--- config.mk ---
export PLATFORM = sky130hd
export DESIGN_NAME = fchan_unpack
export DESIGN_NICKNAME = d
export VERILOG_FILES = /design/src/rtl/fchan_pkg.sv /design/src/rtl/fchan_skid.sv /design/src/rtl/fchan_unpack.sv
export SDC_FILE = /design/constraint.sdc
export NUM_CORES = 1
export LEC_CHECK = 0
export BUFFER_PORTS_ARGS = -buffer_cell sky130_fd_sc_hd__buf_2
export CAP_MARGIN = 15
export CORE_MARGIN = 5
export CORE_UTILIZATION = 40
export DETAILED_ROUTE_END_ITERATION = 8
export PLACE_DENSITY = 0.62
export RECOVER_POWER = 50
export SYNTH_ARGS = -nofsm -noshare
export SYNTH_HDL_FRONTEND = slang
export SYNTH_HIERARCHICAL = 1
export SYNTH_SLANG_ARGS = --single-unit
--- constraint.sdc ---
create_clock -name clk -period 3.9 [get_ports clk]
set_input_delay 1.17 -clock clk [delete_from_list [all_inputs] [get_ports clk]]
set_output_delay 1.17 -clock clk [all_outputs]
set_load 0.1 [all_outputs]
--- src/rtl/fchan_pkg.sv ---
// Shared definitions for the channel-subset capture and unpack stages.
// Latency: n/a (types, constants and a combinational search function).
// Backpressure: n/a.
package fchan_pkg;

  // Defaults shared with the capture side
  localparam int FCHAN_DW      = 20;
  localparam int FCHAN_LEN     = 16;
  localparam int FCHAN_AW      = 10;
  localparam int FCHAN_CW      = 4;
  // Widest mask the search function handles; masks are zero-extended to this
  localparam int FCHAN_MAX_LEN = 64;

  typedef enum logic [1:0] {
    ST_IDLE  = 2'd0,
    ST_READ  = 2'd1,
    ST_DRAIN = 2'd2
  } fchan_state_t;

  // Result of one tag advance: next channel index and whether it wrapped
  typedef struct packed {
    logic       wrap;
    logic [7:0] idx;
  } tag_step_t;

  // Next set bit above cur in a channel-ordered mask (bit c = channel c),
  // wrapping to the lowest set bit. Passing cur = 8'hFF yields the lowest
  // set bit, which is how the first tag of a readout is found.
  function automatic tag_step_t next_set(input logic [FCHAN_MAX_LEN-1:0] mask,
                                         input logic [7:0]               cur,
                                         input int                       n);
    tag_step_t r;
    r.wrap = 1'b1;
    r.idx  = 8'd0;
    for (int c = FCHAN_MAX_LEN - 1; c >= 0; c--) begin
      if (c < n && mask[c]) r.idx = 8'(c);
    end
    for (int c = FCHAN_MAX_LEN - 1; c >= 0; c--) begin
      if (c < n && mask[c] && 8'(c) > cur) begin
        r.idx  = 8'(c);
        r.wrap = 1'b0;
      end
    end
    return r;
  endfunction

endpackage

--- src/rtl/fchan_skid.sv ---
// Two-entry skid buffer between memory read data and the sample output.
// Latency: 0 when empty (input bypasses to output), otherwise FIFO order.
// Backpressure: input cannot stall; caller throttles using free (slots after this cycle).
module fchan_skid #(
  parameter int W = 8
) (
  input  logic         clk,
  input  logic         rst_n,
  input  logic         in_vld,
  input  logic [W-1:0] in_dat,
  output logic         out_vld,
  input  logic         out_rdy,
  output logic [W-1:0] out_dat,
  output logic [1:0]   free
);

  logic [1:0]   occ;
  logic [1:0]   occ_next;
  logic [W-1:0] e0;
  logic [W-1:0] e1;
  logic         pop_buf;
  logic         push_buf;

  // Output mux, push/pop decisions and the occupancy the next cycle will see
  always_comb begin
    out_vld  = (occ != 2'd0) | in_vld;
    out_dat  = '0;
    if (occ != 2'd0) out_dat = e0;
    else if (in_vld) out_dat = in_dat;
    pop_buf  = (occ != 2'd0) && out_rdy;
    // An arriving word is stored unless it goes straight out through the bypass
    push_buf = in_vld && !(occ == 2'd0 && out_rdy);
    occ_next = occ;
    if (push_buf && !pop_buf) occ_next = occ + 2'd1;
    if (!push_buf && pop_buf) occ_next = occ - 2'd1;
    free     = 2'd2 - occ_next;
  end

  // Storage: e0 is the head, e1 the second entry
  always_ff @(posedge clk or negedge rst_n) begin
    if (!rst_n) begin
      occ <= 2'd0;
      e0  <= '0;
      e1  <= '0;
    end else begin
      occ <= occ_next;
      if (pop_buf && push_buf) begin
        if (occ == 2'd1) begin
          e0 <= in_dat;
        end else begin
          e0 <= e1;
          e1 <= in_dat;
        end
      end else if (pop_buf) begin
        e0 <= e1;
      end else if (push_buf) begin
        if (occ == 2'd0) e0 <= in_dat;
        else             e1 <= in_dat;
      end
    end
  end

endmodule

--- src/rtl/fchan_unpack.sv ---
// Walks waveform memory after capture and re-tags each sample with its channel index (FCHAN_UNPACK_BLKCNT_EN adds o_blk).
// Latency: start -> mem_rd next cycle -> o_valid one cycle later; 1 word/cycle with o_ready high.
// Backpressure: o_ready stalls output; reads throttled so in-flight + buffered never exceeds 2.
module fchan_unpack
  import fchan_pkg::*;
#(
  parameter int dw  = FCHAN_DW,
  parameter int len = FCHAN_LEN,
  parameter int aw  = FCHAN_AW,
  parameter int cw  = FCHAN_CW
) (
  input  logic           clk,
  input  logic           rst_n,
  input  logic [len-1:0] keep,
  input  logic [aw:0]    count,
  input  logic           start,
  output logic           busy,
  output logic           err,
  output logic [aw-1:0]  mem_addr,
  output logic           mem_rd,
  input  logic [dw-1:0]  mem_data,
  output logic [dw-1:0]  o_data,
  output logic [cw-1:0]  o_chan,
  output logic           o_last,
  output logic           o_valid,
  input  logic           o_ready
`ifdef FCHAN_UNPACK_BLKCNT_EN
  ,
  output logic [aw-1:0]  o_blk
`endif
);

  localparam logic [aw:0] ONE = (aw + 1)'(1);
`ifdef FCHAN_UNPACK_BLKCNT_EN
  localparam int SW = dw + cw + 1 + aw;
`else
  localparam int SW = dw + cw + 1;
`endif

  fchan_state_t             state;
  logic [FCHAN_MAX_LEN-1:0] keep_c;
  logic [FCHAN_MAX_LEN-1:0] kmask_q;
  logic [aw:0]              cnt_q;
  logic [aw:0]              rd_idx;
  logic [cw-1:0]            cur_chan;
  logic [cw-1:0]            rd_chan;
  logic                     rd_last;
  logic                     in_vld;
  logic [cw-1:0]            in_chan;
  logic                     in_last;
  tag_step_t                step_first;
  tag_step_t                step_second;
  tag_step_t                step_run;
  logic [1:0]               free;
  logic                     can_issue;
  logic [SW-1:0]            skid_in;
  logic [SW-1:0]            skid_out;
`ifdef FCHAN_UNPACK_BLKCNT_EN
  logic [aw-1:0]            blk_cnt;
  logic [aw-1:0]            rd_blk;
  logic [aw-1:0]            in_blk;
`endif

  // Reorder the mask so bit c is channel c (capture is MSB-first), then run the tag searches
  always_comb begin
    keep_c = '0;
    for (int c = 0; c < len; c++) keep_c[c] = keep[len-1-c];
    step_first  = next_set(keep_c, 8'hFF, len);
    step_second = next_set(keep_c, step_first.idx, len);
    step_run    = next_set(kmask_q, 8'(cur_chan), len);
    // Room must exist for this read plus the one already on the memory bus
    can_issue   = free > {1'b0, mem_rd};
  end

  // Readout FSM: issues reads, carries each read's tag, tracks busy/err
  always_ff @(posedge clk or negedge rst_n) begin
    if (!rst_n) begin
      state    <= ST_IDLE;
      busy     <= 1'b0;
      err      <= 1'b0;
      mem_rd   <= 1'b0;
      mem_addr <= '0;
      kmask_q  <= '0;
      cnt_q    <= '0;
      rd_idx   <= '0;
      cur_chan <= '0;
      rd_chan  <= '0;
      rd_last  <= 1'b0;
`ifdef FCHAN_UNPACK_BLKCNT_EN
      blk_cnt  <= '0;
      rd_blk   <= '0;
`endif
    end else begin
      mem_rd <= 1'b0;
      case (state)
        ST_IDLE: begin
          if (start) begin
            if (keep == '0) begin
              err <= 1'b1;
            end else if (count != '0) begin
              // First read goes out immediately so mem_rd appears the next cycle
              err      <= 1'b0;
              busy     <= 1'b1;
              kmask_q  <= keep_c;
              cnt_q    <= count;
              mem_rd   <= 1'b1;
              mem_addr <= '0;
              rd_chan  <= cw'(step_first.idx);
              rd_last  <= (count == ONE);
              cur_chan <= cw'(step_second.idx);
              rd_idx   <= ONE;
`ifdef FCHAN_UNPACK_BLKCNT_EN
              rd_blk   <= '0;
              blk_cnt  <= step_second.wrap ? aw'(1) : '0;
`endif
              state    <= (count == ONE) ? ST_DRAIN : ST_READ;
            end
          end
        end
        ST_READ: begin
          if (can_issue) begin
            mem_rd   <= 1'b1;
            mem_addr <= rd_idx[aw-1:0];
            rd_chan  <= cur_chan;
            rd_last  <= (rd_idx == cnt_q - ONE);
            cur_chan <= cw'(step_run.idx);
            rd_idx   <= rd_idx + ONE;
`ifdef FCHAN_UNPACK_BLKCNT_EN
            rd_blk   <= blk_cnt;
            if (step_run.wrap) blk_cnt <= blk_cnt + aw'(1);
`endif
            if (rd_idx == cnt_q - ONE) state <= ST_DRAIN;
          end
        end
        ST_DRAIN: begin
          if (o_valid && o_ready && o_last) begin
            busy  <= 1'b0;
            state <= ST_IDLE;
          end
        end
        default: state <= ST_IDLE;
      endcase
    end
  end

  // Delay the tag one cycle so it lines up with the returning memory word
  always_ff @(posedge clk or negedge rst_n) begin
    if (!rst_n) begin
      in_vld  <= 1'b0;
      in_chan <= '0;
      in_last <= 1'b0;
`ifdef FCHAN_UNPACK_BLKCNT_EN
      in_blk  <= '0;
`endif
    end else begin
      in_vld  <= mem_rd;
      in_chan <= rd_chan;
      in_last <= rd_last;
`ifdef FCHAN_UNPACK_BLKCNT_EN
      in_blk  <= rd_blk;
`endif
    end
  end

`ifdef FCHAN_UNPACK_BLKCNT_EN
  assign skid_in = {mem_data, in_chan, in_last, in_blk};
  assign {o_data, o_chan, o_last, o_blk} = skid_out;
`else
  assign skid_in = {mem_data, in_chan, in_last};
  assign {o_data, o_chan, o_last} = skid_out;
`endif

  fchan_skid #(
    .W(SW)
  ) u_skid (
    .clk     (clk),
    .rst_n   (rst_n),
    .in_vld  (in_vld),
    .in_dat  (skid_in),
    .out_vld (o_valid),
    .out_rdy (o_ready),
    .out_dat (skid_out),
    .free    (free)
  );

endmodule

==> reports/summary.json, run 1 <==
{
  "outcome": {
    "status": "complete, but fails checks",
    "failed_checks": "max-capacitance violations, max-slew violations"
  },
  "global_routing": {
    "total_global_routing_overflow": 0,
    "maximum_number_of_pins_on_one_net_before_global_route_repair": 53,
    "via_count_of_the_first_global_routing_pass": 6275,
    "global_route.usage.total": 0.1786,
    "antenna_found_initial": 0,
    "grt_pass1_wl_um": 31770
  },
  "sta": {
    "setup_viol": 0,
    "fin_hold_ws_ns": 0.3752,
    "final.setup_skew_ns": 0.005604,
    "grt_setup_unrepaired": "false",
    "maxSlewViolCount": 18,
    "slew_headroom": -0.1570,
    "worst_pin_slew_ns": 1.735,
    "finalSetupTns_ns": 0,
    "hold_viol": 0,
    "max_freq_ghz": 0.2887,
    "final_period_minus_worst_setup_slack_ns": 3.464,
    "min_period_over_period": 0.8883
  },
  "critical_path": {
    "worstSetupStartpointType": "flip-flop",
    "reg2regPathDepth": 15,
    "worst_r2r_startpoint": "u_skid/occ[0]",
    "r2r_slack_ns": 0.57,
    "kind_of_critical_path": "flip-flop to output port",
    "critical_path_required_ns": 2.73,
    "timing.critical_path.arrival_ns": 2.29,
    "worstReg2RegEnd": "rd_idx[7]",
    "critical_path.endpoint_type": "output port",
    "path_max_fanout": 11
  },
  "cts": {
    "cts-buffers-inserted": 17,
    "clock_tree.root_cell": "sky130_fd_sc_hd__clkbuf_16",
    "clkLatencyLatePin_ns": 0.41,
    "cts_tree": "yes",
    "clock_path_buffers": 2,
    "postCtsHoldBufs": 0,
    "worst_path_clk_slew_ns": 0.05,
    "numClockSinks": 120,
    "htreeDepth": 4,
    "postCtsSetupBuffers": 0,
    "ctsResizeCount": 0
  },
  "placed_design": {
    "place.detailed.instances": 1117,
    "place_congestion": 0.8990,
    "port-buffer-count": 89,
    "place_hpwl_um": 13460
  },
  "synth": {
    "synth_enable_flop_cells": 0,
    "yosysTopAreaCellShare": 0.4108,
    "count_of_state_elements_after_synthesis": 120,
    "syn-instance-count": 835,
    "asyncSetResetFlopFracSynth": 1.000,
    "synth_seq_area_share": 0.4108,
    "yosys_warnings": 6,
    "synth_area_leader_cell": "sky130_fd_sc_hd__dfrtp_1",
    "most_used_dff_post_synth": "sky130_fd_sc_hd__dfrtp_1",
    "synth.cell_area_um2": 7310,
    "mappedNetlistNets": 892,
    "yosys-top-cells-area": "sky130_fd_sc_hd__dfrtp_1 (41%), sky130_fd_sc_hd__nand2_1 (6.9%), sky130_fd_sc_hd__a21oi_1 (4.1%), sky130_fd_sc_hd__nor2_1 (3.9%), sky130_fd_sc_hd__mux2_2 (3.9%)",
    "synth_area_per_cell_um2": 8.754,
    "ys_types": 74
  },
  "job": {
    "max-cap-violations": 1
  },
  "final_layout": {
    "nets": 964,
    "layout-area-overhead-vs-synth_pct": 20.15,
    "layout_cells_sized_above_1": 0.2011,
    "final_cell_count_no_fill": 1149,
    "diodes": 0
  },
  "detailed_routing": {
    "route.vias.total": 6448,
    "drt_pass1_iterations": 5,
    "post_drt_wl_per_cell_um": 16.21,
    "routed_wl_um": 18630,
    "detail_route.drc_violations": 0,
    "post_drt_via_cell_ratio": 5.612,
    "dr.first_iter.drc_count": 468,
    "antenna_violating_nets_post_route": 0
  },
  "hold_path": {
    "hold_class": "flip-flop to flip-flop",
    "hold_path.startpoint": "rd_chan[0]",
    "timing.hold.worst_endpoint": "in_chan[0]",
    "hold_path_depth": 0
  },
  "floorplanning": {
    "dieArea_um2": 21080,
    "top_level_ports": 90,
    "area_inside_the_core_boundary_um2": 17960,
    "rows": 49,
    "die_height_um": 145.2,
    "initial_core_util": 0.4069,
    "dieWidth_um": 145.2
  }
}
==> cells in the final DEF, fill, tap and decap left out, drive strengths merged, types with 7 or more instances in the layout <==
cell type / netlist / final
o22ai: 19 / 19
nand2b: 12 / 12
a211oi: 9 / 9
a22o: 15 / 15
xnor2: 11 / 11
or3: 8 / 8
nor4: 13 / 13
nand3: 23 / 23
inv: 34 / 37
o31ai: 8 / 8
nor2b: 7 / 7
o21ai: 55 / 55
a22oi: 15 / 15
clkbuf: 26 / 24
a21oi: 62 / 62
nand2: 134 / 134
nand4: 9 / 9
a31oi: 11 / 11
nor2: 77 / 77
dfrtp: 120 / 120
xor2: 13 / 13
buf: 28 / 102
mux2: 45 / 45
==> how the worst max path moves through the flow <==
stage               cells past startpoint  slack, ns     startpoint        end
CTS                                     6       0.42  u_skid/occ[0]  o_chan[3]
global placement                       14       0.36        o_ready  rd_idx[5]
finish                                  6       0.44  u_skid/occ[0]  o_chan[3]
detailed placement                     14       0.23        o_ready  rd_idx[7]
floorplan                               5      -0.38  u_skid/occ[0]  o_chan[1]
global route                           13       0.15        o_ready  rd_idx[7]
==> logic make-up after synthesis <==
group | Yosys count | synth area share
and+or+nand+nor | 307 | 0.1936
xor gates and xnor gates | 24 | 0.02876
buffers and inverters | 88 | 0.05803
adders and majority gates | 6 | 0.01027
DFF | 120 | 0.4108
AOI/OAI and AO/OA | 241 | 0.2237
muxes | 49 | 0.07480
==> layer usage <==
layer  vias up  part of all wire  global-route usage
met3        24             0.050             0.04272
met4         0             0.015             0.05457
met1      3098              0.47              0.2502
met5         -                 0                   0
li1       3136                 -                   -
met2       190              0.46              0.2751
==> per-stage QoR <==
stage,area (um^2),utilization,setup WS (ns)
3_5_place_dp,8255,0.4596,0.2336
4_1_cts,8828,0.4915,0.4186
5_1_grt,8782,0.4889,0.1535
6_report,8782,0.4889,0.4358
2_1_floorplan,7310,-,-0.3759
3_3_place_gp,8255,0.4596,0.3580
==> critical path: stages, from the launching register on <==
cell,delay (ns)
sky130_fd_sc_hd__dfrtp_1,0.38
sky130_fd_sc_hd__inv_1,0.12
sky130_fd_sc_hd__ha_1,0.38
sky130_fd_sc_hd__and2_1,0.33
sky130_fd_sc_hd__buf_4,0.24
sky130_fd_sc_hd__a22o_1,0.23
sky130_fd_sc_hd__buf_12,0.20
==> synthesized netlist by cell type, types with 11 or more instances <==
library cell,number
sky130_fd_sc_hd__a21oi_1,60
sky130_fd_sc_hd__a22o_1,15
sky130_fd_sc_hd__a22oi_1,15
sky130_fd_sc_hd__a31oi_1,11
sky130_fd_sc_hd__buf_2,15
sky130_fd_sc_hd__clkbuf_1,26
sky130_fd_sc_hd__dfrtp_1,120
sky130_fd_sc_hd__inv_1,32
sky130_fd_sc_hd__mux2_1,20
sky130_fd_sc_hd__mux2_2,25
sky130_fd_sc_hd__nand2_1,134
sky130_fd_sc_hd__nand2b_1,12
sky130_fd_sc_hd__nand3_1,22
sky130_fd_sc_hd__nor2_1,76
sky130_fd_sc_hd__o21ai_0,25
sky130_fd_sc_hd__o21ai_1,29
sky130_fd_sc_hd__o22ai_1,13
sky130_fd_sc_hd__xnor2_1,11
sky130_fd_sc_hd__xor2_1,13
==> registers in the layout, indices dropped and copies added, names as in the netlist, 2 cells and up <==
name        count
mem_addr       10
u_skid/e0      25
cur_chan        4
state           2
cnt_q          11
in_chan         4
u_skid/e1      25
kmask_q        16
rd_chan         4
rd_idx         11
u_skid/occ      2
==> final cells by class <==
cell class / count / area [um^2]
fillers: 1738 / 9181
clock buffers: 19 / 452.9
clock inverters: 13 / 120.1
flip-flops and latches: 120 / 3003
repair buffers: 107 / 914.6
multi-input cells: 627 / 3877
well taps: 229 / 286.5
inverters: 34 / 127.6
Power of run 1 is not shown: default switching activity piles up to over one toggle a cycle in this logic, so the estimate is an artifact.
==> run 2, diff against run 1 <==
==> constraint.sdc (replaced) <==
create_clock -name clk -period 3.2 [get_ports clk]
set_input_delay 0.96 -clock clk [delete_from_list [all_inputs] [get_ports clk]]
set_output_delay 0.96 -clock clk [all_outputs]
set_load 0.1 [all_outputs]
==> run 2 against run 1 <==
  * The flow still finishes with violations (max-capacitance violations, max-slew violations)
  * Cell count grew 1.5%
  * Sequential share of layout area shrank 0.82 points
  * Wire length grew 1.1%
  * Non-clock buffer count grew 17
  * Highest routed layer unchanged
==> reports/summary.json, run 2 (same netlist as run 1, synthesis figures left out) <==
{
  "outcome": {
    "status": "complete, but fails checks",
    "failed_checks": "max-capacitance violations, max-slew violations"
  },
  "sta": {
    "worst_pin_slew": {"value": 1.651, "unit": "ns", "change": "-0.08404 ns"},
    "grt_setup_unrepaired": "false",
    "slew_headroom": {"value": -0.1010, "change": "+0.05603"},
    "final.setup_skew": {"value": 0.009469, "unit": "ns", "change": "+0.003865 ns"},
    "layout_setup_ws": {"value": 0.1626, "unit": "ns", "change": "-0.2732 ns"},
    "max_freq_ghz": 0.3292,
    "hold_viol": {"value": 0, "change": "unchanged"},
    "min_period_over_period": 0.9492,
    "maxSlewViolCount": {"value": 121, "change": "+103"},
    "final_period_minus_worst_setup_slack_ns": 3.037,
    "setup_viol": {"value": 0, "change": "unchanged"}
  },
  "global_routing": {
    "grt_pass1_wl": {"value": 32050, "unit": "um", "change": "+0.87%"},
    "antenna_found_initial": {"value": 0, "change": "unchanged"},
    "global_route.usage.total": {"value": 0.1794, "change": "+0.0007923"},
    "via_count_of_the_first_global_routing_pass": {"value": 6430, "change": "+2.5%"},
    "total_global_routing_overflow": {"value": 0, "change": "unchanged"},
    "maximum_number_of_pins_on_one_net_before_global_route_repair": {"value": 121, "change": "+130%"}
  },
  "critical_path": {
    "r2r_slack": {"value": 0.42, "unit": "ns", "change": "-0.15 ns"},
    "worst_r2r_startpoint": "u_skid/occ[0]",
    "critical_path_required": {"value": 2.24, "unit": "ns", "change": "-0.49 ns"},
    "critical_path.endpoint_type": "output port",
    "path_max_fanout": {"value": 22, "change": "+11"},
    "critical_path.startpoint": "u_skid/occ[0]",
    "worstSetupStartpointType": "flip-flop",
    "kind_of_critical_path": "flip-flop to output port",
    "timing.critical_path.arrival": {"value": 2.08, "unit": "ns", "change": "-0.21 ns"}
  },
  "floorplanning": {
    "top_level_ports": {"value": 90, "change": "unchanged"},
    "initial_core_util": {"value": 0.4069, "change": "unchanged"},
    "area_inside_the_core_boundary": {"value": 17960, "unit": "um^2", "change": "unchanged"},
    "die_height": {"value": 145.2, "unit": "um", "change": "unchanged"},
    "rows": {"value": 49, "change": "unchanged"},
    "dieArea": {"value": 21080, "unit": "um^2", "change": "unchanged"},
    "dieWidth": {"value": 145.2, "unit": "um", "change": "unchanged"}
  },
  "final_layout": {
    "final-seq-area": {"value": 3003, "unit": "um^2", "change": "unchanged"},
    "nets": {"value": 981, "change": "+1.8%"},
    "num-fill-cells": {"value": 1725, "change": "-0.75%"},
    "layout_cells_sized_above_1": {"value": 0.2220, "change": "+0.02090"},
    "multiInputGateArea": {"value": 3906, "unit": "um^2", "change": "+0.74%"},
    "layout_top_registers": "u_skid/e0 (25), u_skid/e1 (25), kmask_q (16)",
    "layout-area-overhead-vs-synth_pct": 23.11,
    "final_common_cell": "sky130_fd_sc_hd__nand2_1",
    "layout.cells.most_common_list": "sky130_fd_sc_hd__nand2_1 (134), sky130_fd_sc_hd__dfrtp_1 (120), sky130_fd_sc_hd__nor2_1 (76), sky130_fd_sc_hd__buf_2 (65), sky130_fd_sc_hd__a21oi_1 (60)",
    "diodes": {"value": 0, "change": "unchanged"}
  },
  "cts": {
    "numClockSinks": {"value": 120, "change": "unchanged"},
    "cts_tree": "yes",
    "clock_tree.root_cell": "sky130_fd_sc_hd__clkbuf_16",
    "clkLatencyLatePin": {"value": 0.42, "unit": "ns", "change": "about the same"},
    "htreeDepth": {"value": 4, "change": "unchanged"},
    "clock_path_buffers": {"value": 2, "change": "unchanged"},
    "cts-buffers-inserted": {"value": 17, "change": "unchanged"},
    "postCtsSetupBuffers": {"value": 0, "change": "unchanged"},
    "worst_path_clk_slew": {"value": 0.05, "unit": "ns", "change": "about the same"}
  },
  "detailed_routing": {
    "antenna_violating_nets_post_route": {"value": 0, "change": "unchanged"},
    "route.vias.total": {"value": 6581, "change": "+2.1%"},
    "post_drt_via_cell_ratio": {"value": 5.644, "change": "+0.57%"},
    "routed_wl": {"value": 18840, "unit": "um", "change": "+1.1%"},
    "dr.first_iter.drc_count": {"value": 434, "change": "-7.3%"},
    "detail_route.drc_violations": {"value": 0, "change": "unchanged"},
    "drt_pass1_iterations": {"value": 5, "change": "unchanged"},
    "post_drt_wl_per_cell": {"value": 16.16, "unit": "um", "change": "-0.33%"}
  },
  "placed_design": {
    "port-buffer-count": {"value": 89, "change": "unchanged"},
    "place_ws": {"value": 0.09980, "unit": "ns", "change": "-0.1338 ns"},
    "place_hpwl": {"value": 13190, "unit": "um", "change": "-2.0%"},
    "place_congestion": {"value": 0.8964, "change": "-0.29%"}
  },
  "hold_path": {
    "hold_path.startpoint": "rd_chan[3]",
    "hold_class": "flip-flop to flip-flop"
  },
  "job": {
    "max-cap-violations": {"value": 1, "change": "unchanged"}
  }
}
run 2: cell count changes in the layout (fill, tap and decap cells not counted), moves of 2 or more:
| cell | delta |
|---|---|
| sky130_fd_sc_hd__inv_6 | -2 |
| sky130_fd_sc_hd__clkbuf_4 | +2 |
| sky130_fd_sc_hd__clkinvlp_4 | -3 |
| sky130_fd_sc_hd__o21ai_0 | -12 |
| sky130_fd_sc_hd__clkbuf_2 | -2 |
| sky130_fd_sc_hd__o21ai_2 | +2 |
| sky130_fd_sc_hd__o21ai_1 | +10 |
| sky130_fd_sc_hd__buf_4 | +16 |
run 2: what timing repair did:
item                                    in CTS  in global routing
hold buffers                                 0                  0
gates resized for setup                      1                  7
endpoints found under the hold margin        0                  0
endpoints found under the setup margin       2                 20
run 2: layout make-up:
class,instances,share of cell area
multi-input combinational,627,0.4341
sequential,120,0.3337
timing repair buffer,124,0.1203
clock buffer,22,0.05270
tap,229,0.03184
inverter,34,0.01418
clock inverter,10,0.01321
run 2: worst max-delay path, stage by stage, from the launching register on:
cell	delay, ns
sky130_fd_sc_hd__dfrtp_1	0.38
sky130_fd_sc_hd__inv_1	0.13
sky130_fd_sc_hd__ha_2	0.22
sky130_fd_sc_hd__buf_4	0.17
sky130_fd_sc_hd__and2_4	0.17
sky130_fd_sc_hd__buf_12	0.17
sky130_fd_sc_hd__a22o_1	0.23
sky130_fd_sc_hd__buf_12	0.20
run 2: path summary, 6_finish.rpt:
path                                  to  cells past startpoint
hold reg to reg               in_chan[3]                      0
setup reg to reg               rd_idx[7]                     14
setup / recovery               o_chan[3]                      7
min in group asynchronous  u_skid/e0[15]                      2
max in group asynchronous       cnt_q[5]                      2
hold / removal                in_chan[3]                      0
run 2: per-stage QoR:
| stage | util | TNS, ns | hold WS [ns] | area, um^2 | instances |
|---|---|---|---|---|---|
| 3_3_place_gp | 0.4674 | 0 | 0.3647 | 8396 | 1134 |
| 3_5_place_dp | 0.4674 | 0 | 0.3671 | 8396 | 1134 |
| 2_1_floorplan | - | -1.229 | 0.3540 | 7310 | 835 |
| 4_1_cts | 0.5006 | 0 | 0.3793 | 8992 | 1166 |
| 6_report | 0.5009 | 0 | 0.3762 | 8999 | 1166 |
| 5_1_grt | 0.5009 | 0 | 0.3836 | 8999 | 1166 |
run 2: layer usage:
metal / share of wire / wire, um / track usage
met5: 0 / 0 / 0
met4: 0.013 / 236 / 0.05131
met3: 0.058 / 1096 / 0.04272
met2: 0.46 / 8618 / 0.2804
met1: 0.47 / 8889 / 0.2493
Power of run 2 is left out for the same reason.
==> run 3, diff against run 2 <==
--- a/config.mk
+++ b/config.mk
@@ -7,11 +7,9 @@
 export LEC_CHECK = 0
 export BUFFER_PORTS_ARGS = -buffer_cell sky130_fd_sc_hd__buf_2
 export CAP_MARGIN = 15
-export CORE_MARGIN = 5
 export CORE_UTILIZATION = 40
 export DETAILED_ROUTE_END_ITERATION = 8
 export PLACE_DENSITY = 0.62
-export RECOVER_POWER = 50
 export SYNTH_ARGS = -nofsm -noshare
 export SYNTH_HDL_FRONTEND = slang
 export SYNTH_HIERARCHICAL = 1
==> run 3 against run 2 <==
  * The flow now finishes without violations
  * Die area down 11%
  * First-iteration DRC count is 5.1% lower
  * Utilization up 0.18 points
  * Non-clock buffer count is 1 lower
  * Global-route usage is 3.1 points higher
  * Clock-buffer cell count fell by 1
  * Sequential share of layout area is 0.12 points lower
==> reports/summary.json, run 3 (same netlist as run 1, synthesis figures left out) <==
{
  "floorplanning": {
    "dieArea": {"value": 18820, "unit": "um^2", "change": "-11%"},
    "initial_core_util": {"value": 0.4069, "change": "unchanged"},
    "die_height": {"value": 137.2, "unit": "um", "change": "-5.5%"},
    "top_level_ports": {"value": 90, "change": "unchanged"},
    "rows": {"value": 49, "change": "unchanged"},
    "area_inside_the_core_boundary": {"value": 17960, "unit": "um^2", "change": "unchanged"},
    "dieWidth": {"value": 137.2, "unit": "um", "change": "-5.5%"}
  },
  "final_layout": {
    "layout_top_registers": "u_skid/e0 (25), u_skid/e1 (25), kmask_q (16)",
    "utilization": {"value": 0.5028, "change": "+0.001811"},
    "diodes": {"value": 0, "change": "unchanged"},
    "final_common_cell": "sky130_fd_sc_hd__nand2_1",
    "layout.cells.most_common_list": "sky130_fd_sc_hd__nand2_1 (134), sky130_fd_sc_hd__dfrtp_1 (120), sky130_fd_sc_hd__nor2_1 (76), sky130_fd_sc_hd__buf_2 (63), sky130_fd_sc_hd__a21oi_1 (60)",
    "layout-area-overhead-vs-synth_pct": 23.55,
    "layout_cells_sized_above_1": {"value": 0.2212, "change": "-0.0008312"},
    "nets": {"value": 980, "change": "-0.10%"},
    "num-fill-cells": {"value": 1675, "change": "-2.9%"}
  },
  "cts": {
    "postCtsHoldBufs": {"value": 0, "change": "unchanged"},
    "clock_tree.root_cell": "sky130_fd_sc_hd__clkbuf_16",
    "clkLatencyLatePin": {"value": 0.42, "unit": "ns", "change": "about the same"},
    "postCtsSetupBuffers": {"value": 0, "change": "unchanged"},
    "cts-buffers-inserted": {"value": 17, "change": "unchanged"},
    "cts_tree": "yes",
    "worst_path_clk_slew": {"value": 0.06, "unit": "ns", "change": "about the same"},
    "htreeDepth": {"value": 4, "change": "unchanged"},
    "numClockSinks": {"value": 120, "change": "unchanged"},
    "ctsResizeCount": {"value": 0, "change": "-1"},
    "clock_path_buffers": {"value": 2, "change": "unchanged"}
  },
  "sta": {
    "hold_viol": {"value": 0, "change": "unchanged"},
    "layout_setup_ws": {"value": 0.1465, "unit": "ns", "change": "-0.01613 ns"},
    "final_period_minus_worst_setup_slack": {"value": 3.054, "unit": "ns", "change": "+0.01613 ns"},
    "maxSlewViolCount": {"value": 0, "change": "-100%"},
    "max_freq": {"value": 0.3275, "unit": "GHz", "change": "-0.53%"},
    "slew_headroom": {"value": 0.5635, "change": "+0.6645"},
    "final.setup_skew": {"value": 0.01097, "unit": "ns", "change": "+0.001501 ns"},
    "worst_pin_slew": {"value": 0.6540, "unit": "ns", "change": "-0.9974 ns"},
    "setup_viol": {"value": 0, "change": "unchanged"},
    "min_period_over_period": {"value": 0.9542, "change": "+0.005041"}
  },
  "critical_path": {
    "path_max_fanout": {"value": 17, "change": "-23%"},
    "worstSetupStartpointType": "flip-flop",
    "r2r_slack": {"value": 0.36, "unit": "ns", "change": "-0.06 ns"},
    "worst_r2r_startpoint": "u_skid/occ[0]",
    "critical_path.startpoint": "u_skid/occ[0]",
    "critical_path.endpoint_type": "output port",
    "critical_path_required": {"value": 2.24, "unit": "ns", "change": "about the same"},
    "timing.critical_path.arrival": {"value": 2.09, "unit": "ns", "change": "about the same"},
    "kind_of_critical_path": "flip-flop to output port"
  },
  "placed_design": {
    "place_congestion": {"value": 0.9357, "change": "+4.4%"},
    "place_ws": {"value": 0.07154, "unit": "ns", "change": "-0.02826 ns"},
    "place_hpwl": {"value": 13110, "unit": "um", "change": "-0.59%"},
    "port-buffer-count": {"value": 89, "change": "unchanged"}
  },
  "outcome": {
    "status": "finished clean"
  },
  "global_routing": {
    "via_count_of_the_first_global_routing_pass": {"value": 6085, "change": "-5.4%"},
    "total_global_routing_overflow": {"value": 0, "change": "unchanged"},
    "maximum_number_of_pins_on_one_net_before_global_route_repair": {"value": 64, "change": "-47%"},
    "antenna_found_initial": {"value": 0, "change": "unchanged"},
    "global_route.usage.total": {"value": 0.2106, "change": "+0.03124"},
    "grt_pass1_wl": {"value": 31000, "unit": "um", "change": "-3.3%"}
  },
  "detailed_routing": {
    "dr.first_iter.drc_count": {"value": 412, "change": "-5.1%"},
    "routed_wl": {"value": 18450, "unit": "um", "change": "-2.1%"},
    "drt_pass1_iterations": {"value": 4, "change": "-1"},
    "detail_route.drc_violations": {"value": 0, "change": "unchanged"},
    "route.vias.total": {"value": 6475, "change": "-1.6%"},
    "antenna_violating_nets_post_route": {"value": 0, "change": "unchanged"},
    "post_drt_via_cell_ratio": {"value": 5.558, "change": "-1.5%"},
    "post_drt_wl_per_cell": {"value": 15.84, "unit": "um", "change": "-2.0%"}
  },
  "job": {
    "max-cap-violations": {"value": 0, "change": "-1"}
  },
  "hold_path": {
    "hold_class": "input port to async pin"
  }
}
-- run 3: final timing paths --
path | to | cells after the start
worst max register to register | rd_idx[9] | 15
max in group asynchronous | u_skid/e0[4] | 2
worst max-delay path | o_chan[2] | 7
min in group clk | in_chan[1] | 0
worst min register to register | in_chan[1] | 0
worst min-delay path | u_skid/e0[16] | 1
-- run 3: layer usage --
| layer | GRT usage | vias to the layer above | routed length [um] |
|---|---|---|---|
| met4 | 0.07204 | 0 | 297 |
| met1 | 0.2960 | 3083 | 8938 |
| met5 | 0 | - | 0 |
| met3 | 0.03311 | 30 | 732 |
| met2 | 0.3288 | 181 | 8482 |
| li1 | - | 3181 | - |
-- run 3: through the flow --
stage | TNS (ns) | hold slack, ns | instance area, um^2 | instances
after floorplan | -1.229 | 0.3540 | 7310 | 835
after CTS | 0 | 0.3234 | 9017 | 1165
final | 0 | 0.3399 | 9031 | 1165
after detailed placement | 0 | 0.3668 | 8401 | 1133
after global routing | -0.01717 | 0.3234 | 9031 | 1165
after global placement | 0 | 0.3611 | 8401 | 1133
-- run 3: critical path, stage by stage, from the launching register on --
cell	delay, ns
sky130_fd_sc_hd__dfrtp_1	0.38
sky130_fd_sc_hd__inv_1	0.12
sky130_fd_sc_hd__ha_2	0.27
sky130_fd_sc_hd__and2_1	0.22
sky130_fd_sc_hd__buf_6	0.21
sky130_fd_sc_hd__nand2_1	0.08
sky130_fd_sc_hd__o21ai_1	0.18
sky130_fd_sc_hd__buf_12	0.22
-- run 3: final cells by class --
cell class                      count  area [um^2]  area share
Clock buffer                       21        470.5     0.05209
Clock inverter                     11        146.4     0.01621
Inverter                           34        130.1     0.01441
Multi-Input combinational cell    627         3900      0.4318
Sequential cell                   120         3003      0.3325
Tap cell                          229        286.5     0.03173
Timing Repair Buffer              123         1095      0.1212
Power of run 3 is left out for the same reason.
